### config.mk
export PLATFORM = sky130hd
export DESIGN_NAME = storage_server
export DESIGN_NICKNAME = d
export VERILOG_FILES = /design/src/rtl/storage_server.sv
export SDC_FILE = /design/constraint.sdc
export NUM_CORES = 1
export LEC_CHECK = 0
export CAP_MARGIN = 0
export CORE_MARGIN = 2
export CORE_UTILIZATION = 55
export DETAILED_ROUTE_END_ITERATION = 12
export HOLD_SLACK_MARGIN = 0.1
export PLACE_DENSITY_LB_ADDON = 0.1
export SYNTH_ARGS = -nofsm -noshare
export SYNTH_HDL_FRONTEND = slang
export SYNTH_SLANG_ARGS = --single-unit
### constraint.sdc
create_clock -name clk -period 3.5 [get_ports clk]
set_input_delay 0.7 -clock clk [delete_from_list [all_inputs] [get_ports clk]]
set_output_delay 0.7 -clock clk [all_outputs]
set_load 0.01 [all_outputs]
### src/rtl/storage_server.sv
// Storage-side request server: queues {core_id, addr} requests, reads a fixed-latency
// memory in order, and broadcasts {core_id, data} with a one-cycle txn_done strobe.
module storage_server #(
    parameter int unsigned ID_WIDTH   = 4,
    parameter int unsigned ADDR_WIDTH = 8,
    parameter int unsigned DATA_WIDTH = 32,
    parameter int unsigned FIFO_DEPTH = 8,
    parameter int unsigned RD_LATENCY = 1
) (
    input  logic                             clk,
    input  logic                             rst_n,
    input  logic                             storage_valid,
    input  logic [ID_WIDTH+ADDR_WIDTH-1:0]   number_and_addr,
    output logic                             fifo_full,
    output logic [$clog2(FIFO_DEPTH):0]      fifo_count,
    output logic                             overflow,
    output logic                             busy,
    output logic                             mem_en,
    output logic [ADDR_WIDTH-1:0]            mem_addr,
    input  logic [DATA_WIDTH-1:0]            mem_rdata,
    output logic [ID_WIDTH+DATA_WIDTH-1:0]   data_from_storage,
    output logic                             txn_done
);

    localparam int unsigned PTR_W = $clog2(FIFO_DEPTH);
    localparam int unsigned CNT_W = PTR_W + 1;
    localparam int unsigned REQ_W = ID_WIDTH + ADDR_WIDTH;
    localparam int unsigned RSP_W = ID_WIDTH + DATA_WIDTH;
    localparam int unsigned LAT_W = 3;

    typedef enum logic [1:0] {IDLE, ISSUE, WAIT, RESP} state_t;

    state_t                  state_q, state_d;
    logic [REQ_W-1:0]        fifo_mem_q [FIFO_DEPTH];
    logic [REQ_W-1:0]        fifo_mem_d [FIFO_DEPTH];
    logic [PTR_W-1:0]        wr_ptr_q, wr_ptr_d, rd_ptr_q, rd_ptr_d;
    logic [CNT_W-1:0]        fifo_count_q, fifo_count_d;
    logic                    fifo_full_q, fifo_full_d;
    logic                    overflow_q, overflow_d;
    logic                    busy_q, busy_d;
    logic                    mem_en_q, mem_en_d;
    logic [ADDR_WIDTH-1:0]   mem_addr_q, mem_addr_d;
    logic [ID_WIDTH-1:0]     core_id_q, core_id_d;
    logic [LAT_W-1:0]        lat_cnt_q, lat_cnt_d;
    logic [RSP_W-1:0]        data_q, data_d;
    logic                    txn_done_q, txn_done_d;
    logic                    wr_en, pop;
    logic [REQ_W-1:0]        head;

    // Request FIFO; full is taken from the registered flag, so a same-cycle pop never frees space
    always_comb begin
        wr_en        = storage_valid && !fifo_full_q;
        pop          = (state_q == IDLE) && (fifo_count_q != '0);
        head         = fifo_mem_q[rd_ptr_q];
        fifo_mem_d   = fifo_mem_q;
        if (wr_en) begin
            fifo_mem_d[wr_ptr_q] = number_and_addr;
        end
        wr_ptr_d     = wr_en ? wr_ptr_q + PTR_W'(1) : wr_ptr_q;
        rd_ptr_d     = pop   ? rd_ptr_q + PTR_W'(1) : rd_ptr_q;
        fifo_count_d = fifo_count_q + CNT_W'(wr_en) - CNT_W'(pop);
        fifo_full_d  = (fifo_count_d == CNT_W'(FIFO_DEPTH));
        overflow_d   = overflow_q || (storage_valid && fifo_full_q);
    end

    // Serve FSM: IDLE pops, ISSUE strobes the memory, WAIT counts latency, RESP strobes done
    always_comb begin
        state_d    = state_q;
        mem_en_d   = 1'b0;
        txn_done_d = 1'b0;
        mem_addr_d = mem_addr_q;
        core_id_d  = core_id_q;
        lat_cnt_d  = lat_cnt_q;
        data_d     = data_q;
        unique case (state_q)
            IDLE: begin
                if (pop) begin
                    core_id_d  = head[REQ_W-1 -: ID_WIDTH];
                    mem_addr_d = head[ADDR_WIDTH-1:0];
                    mem_en_d   = 1'b1;
                    state_d    = ISSUE;
                end
            end
            ISSUE: begin
                lat_cnt_d = LAT_W'(RD_LATENCY - 1);
                state_d   = WAIT;
            end
            WAIT: begin
                if (lat_cnt_q == '0) begin
                    data_d     = {core_id_q, mem_rdata};
                    txn_done_d = 1'b1;
                    state_d    = RESP;
                end else begin
                    lat_cnt_d = lat_cnt_q - LAT_W'(1);
                end
            end
            RESP: begin
                state_d = IDLE;
            end
            default: state_d = IDLE;
        endcase
        busy_d = (state_d != IDLE);
    end

    always_ff @(posedge clk or negedge rst_n) begin
        if (!rst_n) begin
            state_q      <= IDLE;
            for (int i = 0; i < int'(FIFO_DEPTH); i++) begin
                fifo_mem_q[i] <= '0;
            end
            wr_ptr_q     <= '0;
            rd_ptr_q     <= '0;
            fifo_count_q <= '0;
            fifo_full_q  <= 1'b0;
            overflow_q   <= 1'b0;
            busy_q       <= 1'b0;
            mem_en_q     <= 1'b0;
            mem_addr_q   <= '0;
            core_id_q    <= '0;
            lat_cnt_q    <= '0;
            data_q       <= '0;
            txn_done_q   <= 1'b0;
        end else begin
            state_q      <= state_d;
            fifo_mem_q   <= fifo_mem_d;
            wr_ptr_q     <= wr_ptr_d;
            rd_ptr_q     <= rd_ptr_d;
            fifo_count_q <= fifo_count_d;
            fifo_full_q  <= fifo_full_d;
            overflow_q   <= overflow_d;
            busy_q       <= busy_d;
            mem_en_q     <= mem_en_d;
            mem_addr_q   <= mem_addr_d;
            core_id_q    <= core_id_d;
            lat_cnt_q    <= lat_cnt_d;
            data_q       <= data_d;
            txn_done_q   <= txn_done_d;
        end
    end

    assign fifo_full         = fifo_full_q;
    assign fifo_count        = fifo_count_q;
    assign overflow          = overflow_q;
    assign busy              = busy_q;
    assign mem_en            = mem_en_q;
    assign mem_addr          = mem_addr_q;
    assign data_from_storage = data_q;
    assign txn_done          = txn_done_q;

endmodule

# After elaboration in Yosys (flattened, before gate mapping)
# Cells that the tools add are included.
# W data, S select, Z words.
# totals
input_bits,47
ff_bits,164
# classes
reduce_logical,14
eq_ne,5
n_addsub,5
n_bitwise,2
muxes,15
order_cmp,3
# op_table
cell,count
$bwmux W96,1
$bmux W12 S3,1
$demux W12 S3,1
$mux W12,3
$ge A4 B4 Y1 const B,2
$not A3 Y4,2
$pmux W2 S4,1
$add A3 B1 Y3 const B,2
$pmux W3 S2,1
$reduce_and A2 Y1,3
$add A4 B1 Y4,1
$eq A2 B2 Y1 const B,2
$eq A4 B4 Y1 const B,1
$logic_and A1 B1 Y1,4
$lt A4 B1 Y1 const B,1
$mux W1,4
$mux W2,2
$reduce_bool A2 Y1,2
$reduce_bool A4 Y1,1
$sub A4 B1 Y4,1
$logic_not A3 Y1,1
$mux W3,1
$sub A3 B1 Y3 const B,1
$eq A2 B1 Y1 const B,1
other kinds (4),4

# Longest topological paths before layout
# Gate-level depths: netlist of run 1.
# depth
ltp_word,6
ltp_mapped,13
depth_no_buf,12

# Least setup slack after synthesis of run 1
# Ideal clock, no wire load.
# synth_timing
path_kind,reg2reg
from,"register fifo_count_q[2], in the netlist fifo_count[2]"
to,"register fifo_full_q, in the netlist fifo_full"
slack_ns,0.842
period_less_slack_ns,2.658
path_stages_with_launch,13
setup_ns,0.105
n_path_buf,1
t_required_ns,3.395
arrival_time_ns,2.553
cell_sequence,dfrtp_1 > inv_1 > ha_1 > inv_1 > o31ai_4 > inv_1 > clkbuf_1 > ha_1 > inv_1 > ha_1 > fa_1 > xor2_1 > nor4b_1
# synth_via
elab_chain_len,4
elab_cells_between_ends,5
# synth_rtl
element,line_no,source
"start, declared",37,"logic [CNT_W-1:0] fifo_count_q, fifo_count_d;"
"start signal, assigned",128,fifo_count_q <= fifo_count_d;
"parallel branches: the longest is 2 deep, another holds $add A4 B1 Y4",-,
$sub A4 B1 Y4 *,61,fifo_count_d = fifo_count_q + CNT_W'(wr_en) - CNT_W'(pop);
via fifo_count_d[2],37,
$eq A4 B4 Y1 *,62,fifo_full_d = (fifo_count_d == CNT_W'(FIFO_DEPTH));
via fifo_full_d,38,"logic fifo_full_q, fifo_full_d;"
"end signal, assigned",129,fifo_full_q <= fifo_full_d;
"end, declared",38,
# Mark *: on every way through the listed nets, which the timed path passes.
# A chain may end at the register's enable or synchronous reset.

# Worst setup path after layout of run 1
# Same ends and word-level chain as after synthesis.

==> impl_metrics.csv, run 1 <==
group,metric,value,unit
setup_path,end_kind,"flip-flop",
place,gp_congestion,0.7415,
setup_path,r2r_setup_slack,880,ps
drt,drc,0,
clocking,clkTransAtPathRegs,60,ps
setup_path,arrival,2940,ps
synthesis,syn_area,7154,sq um
finish,layout.nets,748,
clocking,cts_made_buffers,17,
finish,final_cell_mix,"dfrtp_1 (163), nand2_1 (145), clkdlybuf4s50_1 (98)",
clocking,htreeDepth,4,
clocking,cts_hold_buf,0,
setup_path,cp_max_fo,16,
clocking,cts_max_path_buffers,2,
synthesis,synth_compound_area_share,3.620,%
setup_path,crit_top_cell,"inv_1",
place,portBuffers,99,
synthesis,synth_edf_count,0,
setup_path,worstSetupStartpointType,"flip-flop",
sta,finalMaxSlewViolations,0,
synthesis,syn-num-nets,641,
sta,grt_setup_unrepaired,"no",
setup_path,reg2reg_to,"fifo_full",
synthesis,synth-main-ff-cell,"dfrtp_1",
global_routing,grt_first_pass_wirelength,24620,um
synthesis,ys_seq_elements,164,
floorplanning,die_x,118.1,um
sta,period_share,74.97,%
finish,diodes,0,
setup_path,crit_type,"reg2reg",
finish,final_util,70.49,%
finish,design_area,8932,sq um
synthesis,yosys.area_share.simple,10.63,%
synthesis,synth_xor_area_share,0.7345,%
synthesis,synth-async-reset-ratio,100.0,%
floorplanning,die_area,13940,sq um
status,status,"complete, no violations",
synthesis,synth_top_family_by_area,"multiplexers",
sta,tightest_slew,1139,ps
power,power.density,978.8,nW/um^2
sta,fin_hold_ws,332.8,ps
synthesis,synth_cell_types,37,
sta,post-route-min-period,2624,ps
floorplanning,fp-row-count,41,
setup_path,crit_chain,"inv_1 > ha_1 > inv_1 > o31ai_4 > buf_4 > inv_1 > ha_1 > inv_1 > ha_1 > a21o_1 > a21oi_1 > xor2_1 > nor4b_1",
place,place_area,8338,sq um
synthesis,synth.avg_cell_area,12.31,sq um
setup_path,critPathLaunch,"fifo_count[2]",
synthesis,syn-instance-count,581,
clocking,cts_resized,0,
setup_path,rr_startpoint,"fifo_count[2]",
setup_path,crit_slowest_cell,"dfrtp_1",
drt,vias_per_cell,5.326,
synthesis,synth_fa_ha_area_share,2.378,%
sta,maxSlewHeadroom,23.76,%
floorplanning,die-height,118.1,um
drt,dr.pass1.iters,4,
synthesis,yosysWarnings,0,
power,finalPower,8.743,mW
synthesis,yosysSeqAreaShare,57.36,%
synthesis,synthTopCellsByArea,"dfrtp_1 (57%), mux2_2 (12%), nand2_1 (7.6%)",
setup_path,max_stage_delay,380,ps
clocking,clkSinkCount,164,
global_routing,grt_max_degree,85,
min_path,hp-class,"in2async",
synthesis,synth_top_area_share,57.36,%
drt,ant_nets,0,
floorplanning,ios,100,
synthesis,muxShareOfSynthArea,22.51,%
clocking,clock_latency,420,ps
power,p_leak,4.209,nW
finish,mostFrequentLayoutCell,"dfrtp_1",
drt,drt_iter0_markers,232,
sta,setup_viol,0,
sta,skew,5.379,ps
power,peakVddDrop,0.4477,mV
setup_path,rr_worst_depth,13,
setup_path,worstPathRequired,3820,ps
finish,multi_input_area,2853,sq um
drt,wirelength,14830,um
finish,final_layout_size_suffix_gt1_share,20.68,%
synthesis,synth_area_leader_cell,"dfrtp_1",
global_routing,antenna_found_initial,0,
drt,wl_per_cell,16.99,um
global_routing,grt_use_total,22.79,%
clocking,cts-root-buf,"clkbuf_16",
drt,vias,4650,
job,maxCapViolCount,0,
sta,setup_tns,0,ps
finish,layout.area.seq,4105,sq um
finish,area_growth,24.85,%
floorplanning,initial_core_util,56.46,%
floorplanning,core-area,12670,sq um
global_routing,overflow,0,
setup_path,crit_end,"fifo_full",
global_routing,first_global_vias,4750,
finish,n_fill_cell,944,
sta,hold_viol,0,
clocking,postCtsSetupBuffers,0,
sta,fmax,0.3811,GHz
place,hpwl,9415,um
clocking,cts_tree,"built",
[worst max-delay path: cells and delay by family (launching register included)]
family / cells / cell delay, ps
and+or+nand+nor: 1 / 240
adders and majority gates: 3 / 590
buffers and inverters: 5 / 620
DFF: 1 / 380
AOI/OAI and AO/OA: 3 / 500
xor gates and xnor gates: 1 / 200
[power by group]
group	internal [mW]	switching [mW]	leakage, nW
registers	2.84	0.590	1.99
logic	1.85	1.61	1.93
clock network	1.15	0.702	0.290
total	5.84	2.90	4.21
[layer usage]
layer	vias up	part of all wire, %	track usage (%)
li1	2193	-	-
met2	129	48	37.10
met1	2305	46	29.80
met5	-	0	0
met3	23	5.1	5.766
met4	0	1.7	8.208
[flip-flops by register name, indices dropped and copies added (netlist names)]
| signal | cells |
|---|---|
| busy | 1 |
| core_id_q | 4 |
| data_from_storage | 36 |
| fifo_count | 4 |
| fifo_full | 1 |
| fifo_mem_q | 96 |
| lat_cnt_q | 3 |
| mem_addr | 8 |
| mem_en | 1 |
| overflow | 1 |
| rd_ptr_q | 3 |
| state_q | 2 |
| txn_done | 1 |
| wr_ptr_q | 3 |
[metrics by stage]
stage | cells | setup slack, ps
global route | 873 | 650.3
detailed placement | 841 | 555.5
global placement | 841 | 672.3
CTS | 873 | 835.5
floorplan | 581 | 842.1
finish | 873 | 876.2
[synth_stat cells, drive strengths merged (2+ instances only)]
library cell,count
a22oi,24
buf,17
o21ai,6
dfrtp,164
mux2,97
nand3b,3
nor2b,3
nand3,13
nand2,146
xnor2,4
xor2,2
ha,12
mux2i,48
nor3b,2
a21o,2
nor2,5
inv,14
clkbuf,10
[worst min-delay path by stage]
stage / startpoint / to / slack, ps / cells after the start
2_1_floorplan: rst_n / busy / 400 / 0
3_3_place_gp: overflow / overflow / 440 / 1
4_1_cts: rst_n / data_from_storage[13] / 350 / 1
6_report: rst_n / data_from_storage[13] / 330 / 1
5_1_grt: rst_n / data_from_storage[13] / 390 / 1
3_5_place_dp: overflow / overflow / 440 / 1
[cell type report]
| class | instances | share of cell area [%] |
|---|---|---|
| Sequential cell | 164 | 45.96 |
| Multi-Input combinational cell | 376 | 31.94 |
| Timing Repair Buffer | 115 | 12.45 |
| Clock buffer | 22 | 5.197 |
| Tap cell | 172 | 2.409 |
| Clock inverter | 10 | 1.457 |
| Inverter | 14 | 0.5883 |
[logic make-up (layout without fill, tap and decap cells)]
group	count (synthesis)	count (layout)
xor+xnor	6	6
simple gates	177	177
fa+ha+maj	13	13
flops	164	164
compound gates	35	35
mux	145	145
buf+inv	41	161
(Power assumes the default switching activity.)
==> run 2: changes to the inputs <==
--- a/config.mk
+++ b/config.mk
@@ -7,7 +7,7 @@
 export LEC_CHECK = 0
 export CAP_MARGIN = 0
 export CORE_MARGIN = 2
-export CORE_UTILIZATION = 55
+export CORE_UTILIZATION = 49
 export DETAILED_ROUTE_END_ITERATION = 12
 export HOLD_SLACK_MARGIN = 0.1
 export PLACE_DENSITY_LB_ADDON = 0.1
==> constraint.sdc (replaced) <==
create_clock -name clk -period 2.1 [get_ports clk]
set_input_delay 0.42 -clock clk [delete_from_list [all_inputs] [get_ports clk]]
set_output_delay 0.42 -clock clk [all_outputs]
set_load 0.01 [all_outputs]
==> run 2 against run 1 <==
Compared with the run above:
- the run now ends with negative setup slack left
- critical endpoint unchanged
- design area rose by 3.1%
- sequential power up 63%
- routed wire length increased by 5.3%
- worst hold slack improved by 130 ps
- first-iteration DRC count increased by 12%
- non-clock buffer count up 25
- power grew 71%
- maximum frequency increased by 17%
==> impl_metrics.csv, run 2 (same netlist as run 1, synthesis figures left out) <==
group,metric,value,unit
global_routing,overflow,0,
floorplanning,ios,100,
drt,vias,4754,
status,status,"finished with violations",
sta,setup_viol,2,
power,netSwitchingFraction,33.61,%
drt,wl_per_cell,17.22,um
finish,layout.nets,773,
finish,final_util,63.86,%
min_path,hp-class,"reg2reg",
floorplanning,die_area,15580,sq um
sta,maxSlewHeadroom,60.30,%
sta,tightest_slew,594.6,ps
floorplanning,die_x,124.8,um
power,sequentialPowerShare,37.4,%
clocking,cts_tree,"built",
finish,finalNonFillerCells,907,
setup_path,end_kind,"flip-flop",
finish,mostFrequentLayoutCell,"dfrtp_1",
setup_path,arrival,2560,ps
floorplanning,core-area,14420,sq um
setup_path,crit_type,"reg2reg",
sta,setup_tns,-150.5,ps
finish,largest_reg_flops,96,
finish,largest_register,"fifo_mem_q",
drt,drt_iter0_markers,260,
floorplanning,die-height,124.8,um
drt,wirelength,15620,um
clocking,cts_made_buffers,17,
clocking,cts-root-buf,"clkbuf_16",
power,p_comb_share,43.7,%
global_routing,antenna_found_initial,0,
setup_path,worstPathRequired,2420,ps
place,place_area,8616,sq um
finish,diodes,0,
power,clkPwrFrac,19.0,%
clocking,clkSinkCount,164,
sta,worst_slack,-134.6,ps
setup_path,max_stage_delay,380,ps
sta,fmax,0.4475,GHz
finish,area_growth,28.75,%
sta,post-route-min-period,2235,ps
status,violations,"negative setup slack",
setup_path,cp_max_fo,2,
finish,design_area,9211,sq um
power,p_int,9.910,mW
place,portBuffers,99,
sta,finalMaxSlewViolations,0,
setup_path,worstSetupStartpointType,"flip-flop",
place,post-place-ws,-388.4,ps
setup_path,crit_chain,"inv_2 > ha_4 > inv_4 > o31ai_4 > inv_2 > ha_4 > inv_2 > ha_4 > fa_2 > xor2_2 > nor4b_2",
place,hpwl,10370,um
job,maxCapViolCount,0,
power,power.density,1621,nW/um^2
place,gp_congestion,0.8044,
sta,hold_viol,0,
drt,vias_per_cell,5.241,
finish,final_layout_size_suffix_gt1_share,24.76,%
power,peakVddDrop,0.8123,mV
clocking,htreeDepth,4,
finish,final_cell_mix,"dfrtp_1 (163), nand2_1 (145), clkdlybuf4s50_1 (98)",
global_routing,grt_first_pass_wirelength,26250,um
drt,dr.pass1.iters,4,
sta,skew,4.313,ps
sta,period_share,106.4,%
global_routing,first_global_vias,4980,
floorplanning,fp-row-count,44,
clocking,cts_max_path_buffers,2,
clocking,clock_latency,420,ps
global_routing,grt_use_total,21.42,%
sta,grt_setup_unrepaired,"yes",
finish,n_fill_cell,1136,
power,p_sw,5.018,mW
global_routing,grt_max_degree,53,
drt,drc,0,
power,finalPower,14.93,mW
clocking,clkTransAtPathRegs,60,ps
sta,fin_hold_ws,465.0,ps
floorplanning,initial_core_util,49.60,%
drt,ant_nets,0,
place,placedCellCount,874,
setup_path,crit_slowest_cell,"dfrtp_1",
power,p_leak,4.333,nW
run 2: area by class of cell:
class | count | area, sq um | area share [%]
tap | 184 | 230.2 | 2.499
inverter | 14 | 55.05 | 0.5977
timing repair buffer | 140 | 1378 | 14.96
sequential | 164 | 4105 | 44.57
multi-input combinational | 376 | 2910 | 31.59
clock inverter | 6 | 55.05 | 0.5977
clock buffer | 23 | 478.0 | 5.189
run 2: timing repair:
action                                 in CTS  in global routing
buffers inserted                            3                  2
setup endpoints to repair                   1                  4
pin swaps                                   6                  6
endpoints found under the hold margin      41                  0
gates resized for setup                     3                  6
hold buffers                                1                  0
run 2: routing by layer:
layer,part of all wire (%),track usage (%)
met5,0,0
met3,3.8,4.510
met4,2.0,7.320
met1,46,29.43
met2,48,34.14
run 2: final timing paths:
path | start | to | slack (ps) | depth (start not counted)
max in group asynchronous | rst_n | data_from_storage[19] | 900 | 3
worst min register to register | core_id_q[1] | data_from_storage[33] | 460 | 2
worst min-delay path | core_id_q[1] | data_from_storage[33] | 460 | 2
worst max register to register | fifo_count[2] | fifo_full | -130 | 11
worst max-delay path | fifo_count[2] | fifo_full | -130 | 11
min in group asynchronous | rst_n | data_from_storage[2] | 490 | 2
run 2: critical path: cells and delay by family, from the launching register on:
kind / cells / cell delay (ps)
adder cells (fa/ha/maj): 4 / 910
flip-flops: 1 / 380
buffers and inverters: 4 / 240
AO/OA/AOI/OAI: 1 / 230
AND/OR/NAND/NOR: 1 / 210
XOR/XNOR: 1 / 170
run 2: power by group through the flow:
stage	Sequential, mW	Combinational, mW	Clock [mW]
floorplan	5.68	3.76	0
global placement	5.53	6.16	0
detailed placement	5.63	6.37	0
CTS	5.59	6.60	2.88
global route	5.80	7.18	3.03
finish	5.58	6.52	2.83
==> run 3: changes to the inputs <==
--- a/config.mk
+++ b/config.mk
@@ -11,6 +11,8 @@
 export DETAILED_ROUTE_END_ITERATION = 12
 export HOLD_SLACK_MARGIN = 0.1
 export PLACE_DENSITY_LB_ADDON = 0.1
+export SETUP_SLACK_MARGIN = 0.05
 export SYNTH_ARGS = -nofsm -noshare
 export SYNTH_HDL_FRONTEND = slang
 export SYNTH_SLANG_ARGS = --single-unit
+export TNS_END_PERCENT = 10
==> run 3 against run 2 <==
Compared with the run above:
- the run still ends with negative setup slack left
- largest cell class unchanged
- via count increased by 0.29%
- clock power rose by 18%
- first-iteration DRC count fell by 22%
- sequential power barely moved
- design area grew 2.5%
- maximum frequency up 2.7%
- largest power group unchanged
- worst hold slack worse by 9.8 ps
==> impl_metrics.csv, run 3 (same netlist as run 1, synthesis figures left out) <==
group,metric,value,unit
finish,layout.nets,776,
power,p_leak,4.420,nW
drt,vias,4768,
clocking,clkSinkCount,164,
sta,fmax,0.4597,GHz
floorplanning,fp-row-count,44,
setup_path,cp_max_fo,2,
clocking,cts-root-buf,"clkbuf_16",
sta,skew,9.418,ps
min_path,hp-class,"reg2reg",
clocking,htreeDepth,4,
clocking,cts_tree,"built",
sta,worst_slack,-75.50,ps
floorplanning,die_area,15580,sq um
sta,tightest_slew,606.7,ps
power,clkPwrFrac,21.4,%
sta,finalMaxSlewViolations,0,
clocking,cts_made_buffers,17,
drt,drc,0,
drt,wirelength,15940,um
finish,diodes,0,
finish,final_cell_mix,"dfrtp_1 (163), nand2_1 (143), clkdlybuf4s50_1 (98)",
sta,maxSlewHeadroom,59.49,%
place,placedCellCount,872,
setup_path,arrival,2500,ps
power,sequentialPowerShare,35.9,%
global_routing,grt-busiest-layer,"met2",
global_routing,antenna_found_initial,0,
global_routing,grt_use_total,21.43,%
place,gp_congestion,0.7507,
power,netSwitchingFraction,33.15,%
global_routing,first_global_vias,4998,
finish,mostFrequentLayoutCell,"dfrtp_1",
drt,wl_per_cell,17.50,um
sta,post-route-min-period,2175,ps
finish,largest_register,"fifo_mem_q",
floorplanning,die-height,124.8,um
job,maxCapViolCount,0,
power,p_sw,5.183,mW
finish,finalNonFillerCells,911,
sta,hold_viol,0,
status,status,"finished with violations",
place,portBuffers,99,
global_routing,grt_first_pass_wirelength,26230,um
setup_path,worstPathRequired,2430,ps
finish,largest_reg_flops,96,
setup_path,end_kind,"flip-flop",
global_routing,gr-usage-met2,36.19,%
floorplanning,core-area,14420,sq um
global_routing,met1_usage,27.97,%
power,p_int,10.45,mW
setup_path,crit_type,"reg2reg",
floorplanning,ios,100,
clocking,clkTransAtPathRegs,60,ps
sta,grt_setup_unrepaired,"yes",
place,hpwl,10320,um
floorplanning,initial_core_util,49.60,%
status,violations,"negative setup slack",
drt,drt_iter0_markers,202,
power,power.density,1656,nW/um^2
global_routing,grt_max_degree,54,
drt,vias_per_cell,5.234,
sta,setup_viol,1,
power,peakVddDrop,0.7849,mV
power,p_comb_share,42.7,%
clocking,clock_latency,420,ps
clocking,cts_max_path_buffers,2,
finish,area_growth,31.93,%
global_routing,gr-usage-met3,4.682,%
setup_path,worstSetupStartpointType,"flip-flop",
global_routing,overflow,0,
power,finalPower,15.63,mW
place,post-place-ws,-447.4,ps
drt,dr.pass1.iters,4,
drt,ant_nets,0,
sta,period_share,103.6,%
finish,final_layout_size_suffix_gt1_share,27.24,%
floorplanning,die_x,124.8,um
## run 3: stage by stage
step | util [%] | hold WS (ps) | area [sq um] | TNS [ps]
6_report | 65.44 | 455.2 | 9439 | -75.50
5_1_grt | 65.44 | 496.2 | 9439 | -794.7
4_1_cts | 65.02 | 461.1 | 9379 | -88.39
3_5_place_dp | 59.63 | 383.7 | 8601 | -4229
3_3_place_gp | 59.63 | 375.3 | 8601 | -2998
2_1_floorplan | - | 124.4 | 7169 | -1164
## run 3: path summary, 6_finish.rpt
kind	from	end	slack [ps]	depth (start not counted)
max reg2reg	fifo_count[2]	fifo_full	-80	12
min	overflow	overflow	460	1
max	fifo_count[2]	fifo_full	-80	12
min reg2reg	overflow	overflow	460	1
max in group asynchronous	rst_n	fifo_mem_q[13]	960	3
min in group asynchronous	rst_n	data_from_storage[11]	510	2
## run 3: power by group through the flow
stage | Combinational, mW | Sequential, mW | Clock, mW
global placement | 6.07 | 5.54 | 0
global route | 7.31 | 5.81 | 3.57
floorplan | 3.72 | 5.68 | 0
finish | 6.67 | 5.61 | 3.34
detailed placement | 6.28 | 5.65 | 0
CTS | 6.62 | 5.61 | 3.41
## run 3: routing by layer
| metal | wire, um | part of all wire [%] |
|---|---|---|
| met1 | 7186 | 45 |
| met2 | 7965 | 50 |
| met3 | 605 | 3.8 |
| met4 | 185 | 1.2 |
| met5 | 0 | 0 |
## run 3: final cells by class
class                           count  area, sq um
Clock buffer                       21        460.4
Clock inverter                      9        177.7
Sequential cell                   164         4105
Tap cell                          184        230.2
Fill cell                        1074         4985
Timing Repair Buffer              143         1438
Inverter                           14        52.55
Multi-Input combinational cell    376         2975
## run 3: timing repair
item	in CTS	in global routing
gates resized for setup	18	12
buffers inserted	8	0
hold buffers	1	0
setup endpoints to repair	4	18
pin swaps	7	0
hold endpoints to repair	42	0
## run 3: critical path, cell delays in order (launching register included)
cell and delay (ps):
dfrtp_1 380, inv_2 80, ha_4 120, inv_2 40
o31ai_4 190, inv_2 80, ha_4 270, inv_2 30
ha_4 150, a21o_1 180, a21oi_2 140, xor2_1 210
nor4b_2 210
